### src/rtl/bcd_counter_ndigit_pkg.sv
// Shared BCD definitions for the display-timing counters.
// Holds the decade limits and the nibble clamp used on parallel load.
package theremin_defs;

   localparam logic [3:0] BCD_MAX  = 4'd9;
   localparam logic [3:0] BCD_ZERO = 4'd0;

   // Out-of-range nibbles are pinned to 9 so a load can never create an illegal digit.
   function automatic logic [3:0] bcd_clamp(input logic [3:0] nibble);
      logic [3:0] result;
      if (nibble > BCD_MAX) begin
         result = BCD_MAX;
      end else begin
         result = nibble;
      end
      return result;
   endfunction

   // Next value of one decade for a single step; rolls 9->0 up and 0->9 down.
   function automatic logic [3:0] bcd_step(input logic [3:0] nibble, input logic up);
      logic [3:0] result;
      if (up) begin
         if (nibble >= BCD_MAX) begin
            result = BCD_ZERO;
         end else begin
            result = nibble + 4'd1;
         end
      end else begin
         if (nibble == BCD_ZERO) begin
            result = BCD_MAX;
         end else begin
            result = nibble - 4'd1;
         end
      end
      return result;
   endfunction

endpackage

### src/rtl/bcd_counter_ndigit_digit.sv
// One BCD decade: clear > load > step, with boundary flags for the ripple chain.
module bcd_digit
   import theremin_defs::*;
(
   input  logic       clock,
   input  logic       reset,
   input  logic       clear,
   input  logic       load,
   input  logic [3:0] load_nibble,
   input  logic       step,
   input  logic       up,
   output logic [3:0] digit,
   output logic       at_max,
   output logic       at_min
);

   logic [3:0] r_digit;

   // Decade register with async reset and prioritised synchronous controls.
   always_ff @(posedge clock or posedge reset) begin
      if (reset) begin
         r_digit <= BCD_ZERO;
      end else if (clear) begin
         r_digit <= BCD_ZERO;
      end else if (load) begin
         r_digit <= bcd_clamp(load_nibble);
      end else if (step) begin
         r_digit <= bcd_step(r_digit, up);
      end else begin
         r_digit <= r_digit;
      end
   end

   assign digit  = r_digit;
   assign at_max = (r_digit == BCD_MAX);
   assign at_min = (r_digit == BCD_ZERO);

endmodule

### src/rtl/bcd_counter_ndigit.sv
// Multi-decade BCD up/down counter with load, snapshot, wrap/saturate and sticky overflow.
// Feeds the 7-segment multiplexer with echo-width and tone-period values.
module bcd_counter_ndigit
   import theremin_defs::*;
#(
   parameter int DIGITS   = 4,
   parameter int SATURATE = 0
) (
   input  logic                  clock,
   input  logic                  reset,
   input  logic                  clear,
   input  logic                  enable,
   input  logic                  up,
   input  logic                  load,
   input  logic [4*DIGITS-1:0]   load_value,
   input  logic                  capture,
   output logic [4*DIGITS-1:0]   count,
   output logic [4*DIGITS-1:0]   captured,
   output logic                  carry_out,
   output logic                  overflow,
   output logic                  at_zero
);

   localparam logic SAT_EN = (SATURATE != 0);

   logic [DIGITS:0]       w_lower_max;
   logic [DIGITS:0]       w_lower_min;
   logic [DIGITS-1:0]     w_at_max;
   logic [DIGITS-1:0]     w_at_min;
   logic [DIGITS-1:0]     w_step;
   logic [4*DIGITS-1:0]   w_count;
   logic                  w_count_en;
   logic                  w_boundary;
   logic                  w_sat_hold;

   logic [4*DIGITS-1:0]   r_captured;
   logic                  r_carry;
   logic                  r_overflow;

   assign w_lower_max[0] = 1'b1;
   assign w_lower_min[0] = 1'b1;

   // A decade moves only when every lower decade sits at the boundary for this direction.
   generate
      for (genvar k = 0; k < DIGITS; k++) begin : g_digit
         assign w_lower_max[k+1] = w_lower_max[k] & w_at_max[k];
         assign w_lower_min[k+1] = w_lower_min[k] & w_at_min[k];
         assign w_step[k] = w_count_en & ~w_sat_hold &
                            (up ? w_lower_max[k] : w_lower_min[k]);

         bcd_digit u_digit (
            .clock       (clock),
            .reset       (reset),
            .clear       (clear),
            .load        (load),
            .load_nibble (load_value[4*k +: 4]),
            .step        (w_step[k]),
            .up          (up),
            .digit       (w_count[4*k +: 4]),
            .at_max      (w_at_max[k]),
            .at_min      (w_at_min[k])
         );
      end
   endgenerate

   // Step qualification and boundary detection for the whole word.
   always_comb begin
      w_count_en = 1'b0;
      w_boundary = 1'b0;
      w_sat_hold = 1'b0;
      w_count_en = enable & ~clear & ~load;
      if (up) begin
         w_boundary = w_lower_max[DIGITS];
      end else begin
         w_boundary = w_lower_min[DIGITS];
      end
      w_sat_hold = SAT_EN & w_boundary;
   end

   // Wrap pulse and sticky overflow; load leaves overflow untouched.
   always_ff @(posedge clock or posedge reset) begin
      if (reset) begin
         r_carry    <= 1'b0;
         r_overflow <= 1'b0;
      end else if (clear) begin
         r_carry    <= 1'b0;
         r_overflow <= 1'b0;
      end else if (load) begin
         r_carry    <= 1'b0;
         r_overflow <= r_overflow;
      end else if (w_count_en) begin
         r_carry    <= w_boundary & ~SAT_EN;
         r_overflow <= r_overflow | w_boundary;
      end else begin
         r_carry    <= 1'b0;
         r_overflow <= r_overflow;
      end
   end

   // Snapshot takes the pre-update count regardless of other controls.
   always_ff @(posedge clock or posedge reset) begin
      if (reset) begin
         r_captured <= {(4*DIGITS){1'b0}};
      end else if (capture) begin
         r_captured <= w_count;
      end else begin
         r_captured <= r_captured;
      end
   end

   assign count     = w_count;
   assign captured  = r_captured;
   assign carry_out = r_carry;
   assign overflow  = r_overflow;
   assign at_zero   = w_lower_min[DIGITS];

endmodule

### config.mk
export PLATFORM = sky130hd
export DESIGN_NAME = bcd_counter_ndigit
export DESIGN_NICKNAME = d
export VERILOG_FILES = /design/src/rtl/bcd_counter_ndigit_pkg.sv /design/src/rtl/bcd_counter_ndigit_digit.sv /design/src/rtl/bcd_counter_ndigit.sv
export SDC_FILE = /design/constraint.sdc
export NUM_CORES = 1
export LEC_CHECK = 0
export CORE_MARGIN = 2
export CORE_UTILIZATION = 30
export CTS_BUF_LIST = sky130_fd_sc_hd__clkbuf_4 sky130_fd_sc_hd__clkbuf_8
export CTS_CLUSTER_SIZE = 10
export DETAILED_ROUTE_END_ITERATION = 16
export HOLD_SLACK_MARGIN = 0.05
export PLACE_DENSITY_LB_ADDON = 0.08
export SYNTH_ARGS = -nofsm -noshare
export SYNTH_HDL_FRONTEND = slang
export SYNTH_SLANG_ARGS = --single-unit
### constraint.sdc
create_clock -name clock -period 3.4 [get_ports clock]
set_clock_uncertainty 0.2 [all_clocks]
set_input_delay 0.68 -clock clock [delete_from_list [all_inputs] [get_ports clock]]
set_output_delay 0.68 -clock clock [all_outputs]
set_load 0.03 [all_outputs]
Word level (Yosys, flattened, before mapping)
Index checks and enable logic that the tools add are counted.
W data, S select, Z words.
{"block": "op_classes", "n_addsub": 8, "multipliers": 0, "n_div": 0, "magnitude_cmp": 8, "eq_ne": 5, "n_shift": 0, "mux": 38, "bitwise": 14, "reduce_logical": 10}
{"op": "$mux W4", "n": 28}
{"op": "$add A4 B1 Y4 const B", "n": 4}
{"op": "$eq A4 B4 Y1 const B", "n": 4}
{"op": "$ge A4 B4 Y1 const B", "n": 4}
{"op": "$gt A4 B4 Y1 const B", "n": 4}
{"op": "$logic_not A4 Y1", "n": 4}
{"op": "$sub A4 B1 Y4 const B", "n": 4}
{"op": "$reduce_bool A3 Y1", "n": 4}
{"op": "$and A1 B1 Y1", "n": 11}
{"op": "$mux W1", "n": 10}
{"op": "$ne A2 B2 Y1 const B", "n": 1}
{"op": "$not A1 Y1", "n": 2}
{"op": "$reduce_and A2 Y1", "n": 1}
{"op": "$reduce_bool A2 Y1", "n": 1}
{"op": "$or A1 B1 Y1", "n": 1}
{"block": "word_totals", "regBits": 34, "latchBits": 0, "ram_bits": 0, "romBits": 0, "out_inout_bits": 35, "elab_cells": 90, "memories": 0}

Longest topological paths before layout
Gate-level depths: netlist of run 1.
{"block": "logic_depth", "ltp_word": 9, "depth_mapped": 7}

Cells and area by module
Synthesis of run 1 repeated with hierarchy kept, for this count alone.
{"block": "unflattened", "cells_unflattened": 287, "area_unflattened_um2": 2539.9}
{"mod": "bcd_digit", "n_inst": 4, "cells_each": 58, "area_per_inst_um2": 432.9, "seq_area_each_um2": 100.1}
{"mod": "bcd_counter_ndigit", "n_inst": 1, "cells_each": 55, "area_per_inst_um2": 808.3, "seq_area_each_um2": 450.4}

Least setup slack after synthesis of run 1
OpenSTA, ideal clock, no wires.
{"block": "synth_timing", "path_type": "register -> output", "from": "register g_digit[0].u_digit.r_digit[0]", "to": "output at_zero", "t_arrival_ns": 1.799, "t_required_ns": 2.520, "slack_ns": 0.721, "path_stages_with_launch": 6, "n_path_buf": 0, "cell_sequence": "dfrtp_1 > inv_1 > ha_1 > or3b_1 > nor3_2 > and3_1"}
{"block": "synth_via", "elab_chain_cells": 4}
{"element": "start, declared", "line": "bcd_counter_ndigit_digit.sv:17", "source": "logic [3:0] r_digit;"}
{"element": "start signal, assigned", "line": "bcd_counter_ndigit_digit.sv:26", "source": "r_digit <= bcd_clamp(load_nibble);"}
{"element": "start signal, assigned", "line": "bcd_counter_ndigit_digit.sv:28", "source": "r_digit <= bcd_step(r_digit, up);"}
{"element": "start signal, assigned", "line": "bcd_counter_ndigit_digit.sv:30", "source": "r_digit <= r_digit;"}
{"element": "$logic_not A4 Y1", "line": "bcd_counter_ndigit_digit.sv:36", "source": "assign at_min = (r_digit == BCD_ZERO);"}
{"element": "$and A1 B1 Y1 (3 in a row)", "line": "bcd_counter_ndigit.sv:47", "source": "assign w_lower_min[k+1] = w_lower_min[k] & w_at_min[k];"}
{"element": "end, declared", "line": "bcd_counter_ndigit.sv:21", "source": "output logic at_zero"}
Every way passes these cells.

Worst setup path in the final report of run 1
{"block": "layout_timing", "from": "register g_digit[0].u_digit.r_digit[1]", "to": "output at_zero"}
Same word-level chain as after synthesis.

==> impl_metrics.tcl, run 1 <==
set metrics [dict create \
    yosys.area.top_type "dfrtp_1" \
    hold_path.class "reg -> reg" \
    core_sq_um 8217 \
    place_inst 449 \
    synth_most_common_cell "dfrtp_1" \
    clkTransAtPathRegs_ns 0.07 \
    vias 2416 \
    io_buffers 57 \
    worst-r2r-cell-count 6 \
    num_rows 33 \
    numCtsBuffers 5 \
    critPathArrivalTime_ns 2.29 \
    clock_path_buffers 2 \
    io_pins 58 \
    synth_top_area_share_pct 33.32 \
    fin_setup_tns_ns 0 \
    synth_xor_area_share_pct 0.3430 \
    wl_met2_mm 3.368 \
    cts_tree "built" \
    groute.usage.overall_pct 17.99 \
    area_delta_synth_final_pct 33.42 \
    holdPathEnd "captured[2]$_DFFE_PP0P_" \
    synthAdderAreaFrac_pct 7.839 \
    met3_length_microns 305 \
    yosys_warnings 0 \
    leakage_nw 1.446 \
    fp.dieArea_sq_um 9266 \
    cp-start-kind "register" \
    routed_wl_mm 7.575 \
    final_nets 390 \
    grt-ovfl-total 0 \
    htree_levels 2 \
    min_from "captured[2]$_DFFE_PP0P_" \
    grt_max_degree 35 \
    endpoint_kind "output port" \
    cts_sinks 34 \
    critPathKind "reg -> out" \
    power_density_nw_per_um2 389.6 \
    diodes 0 \
    final-max-slew-violation-count 0 \
    initial_core_util_pct 31.08 \
    hold_violations 0 \
    status "finished, final reports clean" \
    syn_avg_cell_area_sq_um 8.929 \
    netlist_instances 286 \
    dp_hpwl_mm 5.619 \
    layout-drive-gt1-share_pct 17.05 \
    ir_worst_vdd_mv 0.1421 \
    drt-pass1-iter-count 4 \
    crit_path_max_fanout 5 \
    dieHeight_microns 96.26 \
    grt_pass1_wl_mm 12.70 \
    fillCellCount 852 \
    synthSimpleGateAreaFrac_pct 22.05 \
    synth.area.mux_share_pct 9.652 \
    wl_met1_mm 3.729 \
    synth_top_family_by_area "simple AND/OR/NAND/NOR gates" \
    syn_nets 325 \
    worstHoldPathCells 1 \
    gp_congestion 0.8526 \
    final_cells 457 \
    max_freq_ghz 0.3158 \
    syn_area_sq_um 2554 \
    grt_pass1_vias 2404 \
    synth_commonest_cells "dfrtp_1 (34), nor2_1 (23), inv_1 (21)" \
    antenna_left 0 \
    drcViolationCount 0 \
    yosys_register_bits 34 \
    period_minus_slack_ns 3.166 \
    worstMarginPinSlew_ns 0.4663 \
    fin_util_pct 41.46 \
    required_ns 2.52 \
    ff2ff_setup_slack_ns 1.09 \
    viasPerCell 5.287 \
    reg2reg_from "g_digit[0].u_digit.digit[0]$_DFFE_PP0P_" \
    async_flop_share_pct 100.0 \
    drt_iter0_markers 109 \
    ys_types 62 \
    highest_layer "met4" \
    antenna_found_initial 0 \
    period_share_pct 93.12 \
    synth.area.top_cells "dfrtp_1 (33%), mux2_2 (8.4%), ha_1 (7.8%), a21oi_1 (3.7%), o21ai_0 (3.7%)" \
    clk-insertion-delay-late_ns 0.29 \
    synth_compound_area_share_pct 20.09 \
    die_x_microns 96.26 \
    clockRootBuffer "clkbuf_8" \
    wire_per_inst_microns 16.58 \
    synth_edf_count 0 \
    relSlewSlack_pct 68.91 \
    final-setup-viol-count 0 \
    cp-startpoint "g_digit[0].u_digit.digit[1]$_DFFE_PP0P_" \
    r2r_end "g_digit[2].u_digit.digit[1]$_DFFE_PP0P_" \
    synth_seq_area_share_pct 33.32 \
    ys.flop_type "dfrtp_1" \
    maxCapViolCount 0 \
    rsz0062_at_grt "false" \
]
placed cells by master (no fill, tap or decap), types with 3 or more instances in the layout:
| master | n |
|---|---|
| nand2b_1 | 7 |
| buf_4 | 20 |
| clkdlybuf4s50_1 | 56 |
| nand2_1 | 14 |
| dfrtp_1 | 34 |
| o211ai_1 | 3 |
| ha_1 | 16 |
| or4_1 | 3 |
| clkbuf_8 | 6 |
| nand3b_1 | 3 |
| nand4b_1 | 4 |
| o21ai_0 | 19 |
| nor2_1 | 23 |
| a21oi_1 | 19 |
| nand3_1 | 9 |
| nor3_1 | 6 |
| or3b_1 | 3 |
| inv_1 | 21 |
| nor2b_1 | 4 |
| a31oi_1 | 3 |
| nor3b_1 | 4 |
| mux2_2 | 19 |
worst max path at each step:
stage               to  slack, ns  cells after the start
2_1_floorplan  at_zero       0.72                      5
3_3_place_gp   at_zero       0.31                      6
3_5_place_dp   at_zero       0.27                      6
4_1_cts        at_zero       0.23                      6
5_1_grt        at_zero       0.08                      6
6_report       at_zero       0.23                      6
metrics by stage:
step	setup slack, ns	total power, mW	hold slack (ns)	instance area [sq um]
global route	0.08418	1.416	0.3272	3407
finish	0.2338	1.327	0.3134	3407
CTS	0.2277	1.342	0.3169	3407
floorplan	0.7212	0.8007	0.4651	2554
global placement	0.3080	1.004	0.2908	3313
detailed placement	0.2730	1.004	0.2960	3313
metal layers:
layer,up-vias,global-route usage (%)
li1,1175,-
met4,0,6.548
met5,-,0
met1,1172,25.44
met2,56,27.14
met3,13,3.367
what timing repair did:
item / CTS / global route
gates resized for setup: 1 / 0
hold buffers: 0 / 0
endpoints found under the setup margin: 1 / 0
buffers inserted: 0 / 0
sequential cells by signal (all words and copies together), names as in the netlist:
register	cells
captured	16
g_digit.u_digit.digit	16
overflow	1
carry_out	1
cell families (layout without fill, tap and decap cells):
logic type,after synthesis,count (layout)
and+or+nand+nor,97,97
AOI/OAI and AO/OA,77,77
buffers and inverters,40,106
DFF,34,34
muxes,21,21
adders and majority gates,16,16
xor gates and xnor gates,1,1
area by class of cell:
| class | instances | area [sq um] | area share [%] |
|---|---|---|---|
| Tap cell | 105 | 131.4 | 3.856 |
| Clock inverter | 1 | 5.005 | 0.1469 |
| Clock buffer | 7 | 90.09 | 2.644 |
| Sequential cell | 34 | 850.8 | 24.97 |
| Timing Repair Buffer | 77 | 719.4 | 21.12 |
| Multi-Input combinational cell | 212 | 1531 | 44.95 |
| Inverter | 21 | 78.83 | 2.314 |
power breakdown:
group | switching (mW) | total (mW) | internal [mW] | leakage, nW
clock network | 0.162 | 0.334 | 0.172 | 0.0517
logic | 0.287 | 0.515 | 0.228 | 0.949
registers | 0.0348 | 0.479 | 0.444 | 0.446
total | 0.483 | 1.33 | 0.844 | 1.45
worst max-delay path: stages, from the launching register on:
cell and delay, ns:
dfrtp_1 0.38, inv_1 0.09, ha_1 0.23, or3b_1 0.43, nor3_2 0.25, and3_1 0.22
dlygate4sd2_1 0.40
No activity file was read; power rests on OpenSTA's default activity.
==> run 2, diff against run 1 <==
--- a/config.mk
+++ b/config.mk
@@ -6,7 +6,7 @@
 export NUM_CORES = 1
 export LEC_CHECK = 0
 export CORE_MARGIN = 2
-export CORE_UTILIZATION = 30
+export CORE_UTILIZATION = 56
 export CTS_BUF_LIST = sky130_fd_sc_hd__clkbuf_4 sky130_fd_sc_hd__clkbuf_8
 export CTS_CLUSTER_SIZE = 10
 export DETAILED_ROUTE_END_ITERATION = 16
==> run 2 against run 1 <==
Effect of this change:
- worst hold slack lost 0.0058 ns
- first-iteration DRC count up 85%
- register-to-register slack gained 0.02 ns
- total power decreased by 1.8%
- global-route usage up 9.5 points
- non-clock buffer count shrank 4
- largest cell class unchanged
==> impl_metrics.tcl, run 2 (synthesis gave the netlist of run 1 again) <==
set metrics [dict create \
    hold_violations 0 \
    drt-pass1-iter-count 5 \
    grt_max_degree 35 \
    antenna_left 0 \
    crit_path_max_fanout 5 \
    worst-r2r-cell-count 7 \
    area_delta_synth_final_pct 29.64 \
    drt_iter0_markers 202 \
    ff2ff_setup_slack_ns 1.11 \
    io_buffers 57 \
    p_sw_share_pct 35.64 \
    max_freq_ghz 0.3207 \
    cp-start-kind "register" \
    viasPerCell 6.143 \
    fillCellCount 345 \
    place_inst 392 \
    clkTransAtPathRegs_ns 0.07 \
    relSlewSlack_pct 55.57 \
    dp_hpwl_mm 4.765 \
    final_nets 386 \
    r2r_end "g_digit[2].u_digit.digit[2]$_DFFE_PP0P_" \
    hold_path.class "reg -> reg" \
    power_frac_seq_pct 37.3 \
    diodes 0 \
    holdPathEnd "captured[10]$_DFFE_PP0P_" \
    io_pins 58 \
    worstHoldPathCells 1 \
    power.switching_mw 0.4645 \
    critPathKind "reg -> out" \
    routed_wl_mm 6.680 \
    endpoint_kind "output port" \
    antenna_found_initial 0 \
    num_rows 24 \
    final-setup-viol-count 0 \
    cts_tree "built" \
    gp_congestion 0.9265 \
    clock_path_buffers 2 \
    p_comb_share_pct 38.1 \
    period_minus_slack_ns 3.118 \
    period_share_pct 91.70 \
    worstMarginPinSlew_ns 0.6640 \
    groute.usage.overall_pct 27.54 \
    drcViolationCount 0 \
    stdcell_area_sq_um 3311 \
    htree_levels 2 \
    leakage_nw 1.426 \
    final-max-slew-violation-count 0 \
    mostFrequentLayoutCells "clkdlybuf4s50_1 (56), dfrtp_1 (34), nor2_1 (23), inv_1 (21)" \
    maxCapViolCount 0 \
    reg2reg_from "g_digit[2].u_digit.digit[1]$_DFFE_PP0P_" \
    final_cells 400 \
    place_area_sq_um 3217 \
    die_x_microns 71.53 \
    wire_per_inst_microns 16.70 \
    initial_core_util_pct 58.25 \
    dieHeight_microns 71.53 \
    grt-ovfl-total 0 \
    status "finished, final reports clean" \
    grt_pass1_vias 2350 \
    pwr-share-clk_pct 24.6 \
    critPathArrivalTime_ns 2.24 \
    grt_pass1_wl_mm 11.06 \
    core_sq_um 4384 \
    fin_util_pct 75.51 \
    required_ns 2.52 \
    fp.dieArea_sq_um 5117 \
    fin_setup_tns_ns 0 \
    vias 2457 \
    ir_worst_vdd_mv 0.2672 \
    layout-drive-gt1-share_pct 16.09 \
    rsz0062_at_grt "false" \
    power_density_nw_per_um2 393.7 \
    final_common_cell "clkdlybuf4s50_1" \
    numCtsBuffers 5 \
    cts_sinks 34 \
    p_int_mw 0.8389 \
    min_from "captured[10]$_DFFE_PP0P_" \
    clk-insertion-delay-late_ns 0.29 \
    ctsHoldBuffers 0 \
    clockRootBuffer "clkbuf_8" \
]
[run 2: cell types whose count changed in the layout (fill, tap and decap cells not counted), sizes merged]
| cell | previous run | this run |
|---|---|---|
| buf | 20 | 16 |
[run 2: final cells by class]
type,instances,area [sq um],area share [%]
clock buffer,7,90.09,2.721
clock inverter,1,5.005,0.1512
inverter,21,78.83,2.381
multi-input combinational,212,1531,46.26
sequential,34,850.8,25.70
tap,52,65.06,1.965
timing repair buffer,73,689.4,20.82
[run 2: critical path: stages (launching register included)]
cell           delay, ns
dfrtp_1             0.38
inv_1               0.10
ha_1                0.22
or3b_1              0.42
nor3_2              0.23
and3_1              0.20
dlygate4sd2_1       0.39
[run 2: metal layers]
layer  vias to the layer above  wire length (microns)  track usage [%]
li1                       1161                      -                -
met1                      1186                   2921            35.95
met2                       100                   3230            46.40
met3                        10                    437            4.641
met4                         0                     91            9.434
met5                         -                      0                0
[run 2: worst max path at each step]
stage	cells after the start	end	startpoint	slack, ns
after detailed placement	6	at_zero	g_digit[0].u_digit.digit[1]$_DFFE_PP0P_	0.30
after global placement	6	at_zero	g_digit[0].u_digit.digit[1]$_DFFE_PP0P_	0.36
after CTS	6	at_zero	g_digit[0].u_digit.digit[1]$_DFFE_PP0P_	0.26
after floorplan	5	at_zero	g_digit[0].u_digit.digit[0]$_DFFE_PP0P_	0.72
after global routing	6	at_zero	g_digit[0].u_digit.digit[1]$_DFFE_PP0P_	0.16
final	6	at_zero	g_digit[0].u_digit.digit[1]$_DFFE_PP0P_	0.28
[run 2: through the flow]
stage,worst slack (ns),hold WS (ns),power (mW)
floorplan,0.7212,0.4651,0.8007
global placement,0.3564,0.2897,0.9781
detailed placement,0.3030,0.2963,0.9856
CTS,0.2573,0.3129,1.310
global route,0.1573,0.3183,1.369
finish,0.2822,0.3077,1.303
[run 2: power groups by stage]
stage	registers (mW)	logic (mW)	clock network, mW
after floorplan	0.566	0.234	0
after global placement	0.492	0.486	0
after detailed placement	0.494	0.491	0
after CTS	0.486	0.496	0.327
after global routing	0.493	0.536	0.340
final	0.486	0.497	0.320
[run 2: repair_timing]
item | 4_1_cts | 5_1_grt
setup endpoints to repair | 1 | 0
buffers inserted | 0 | 0
resized for setup | 1 | 0
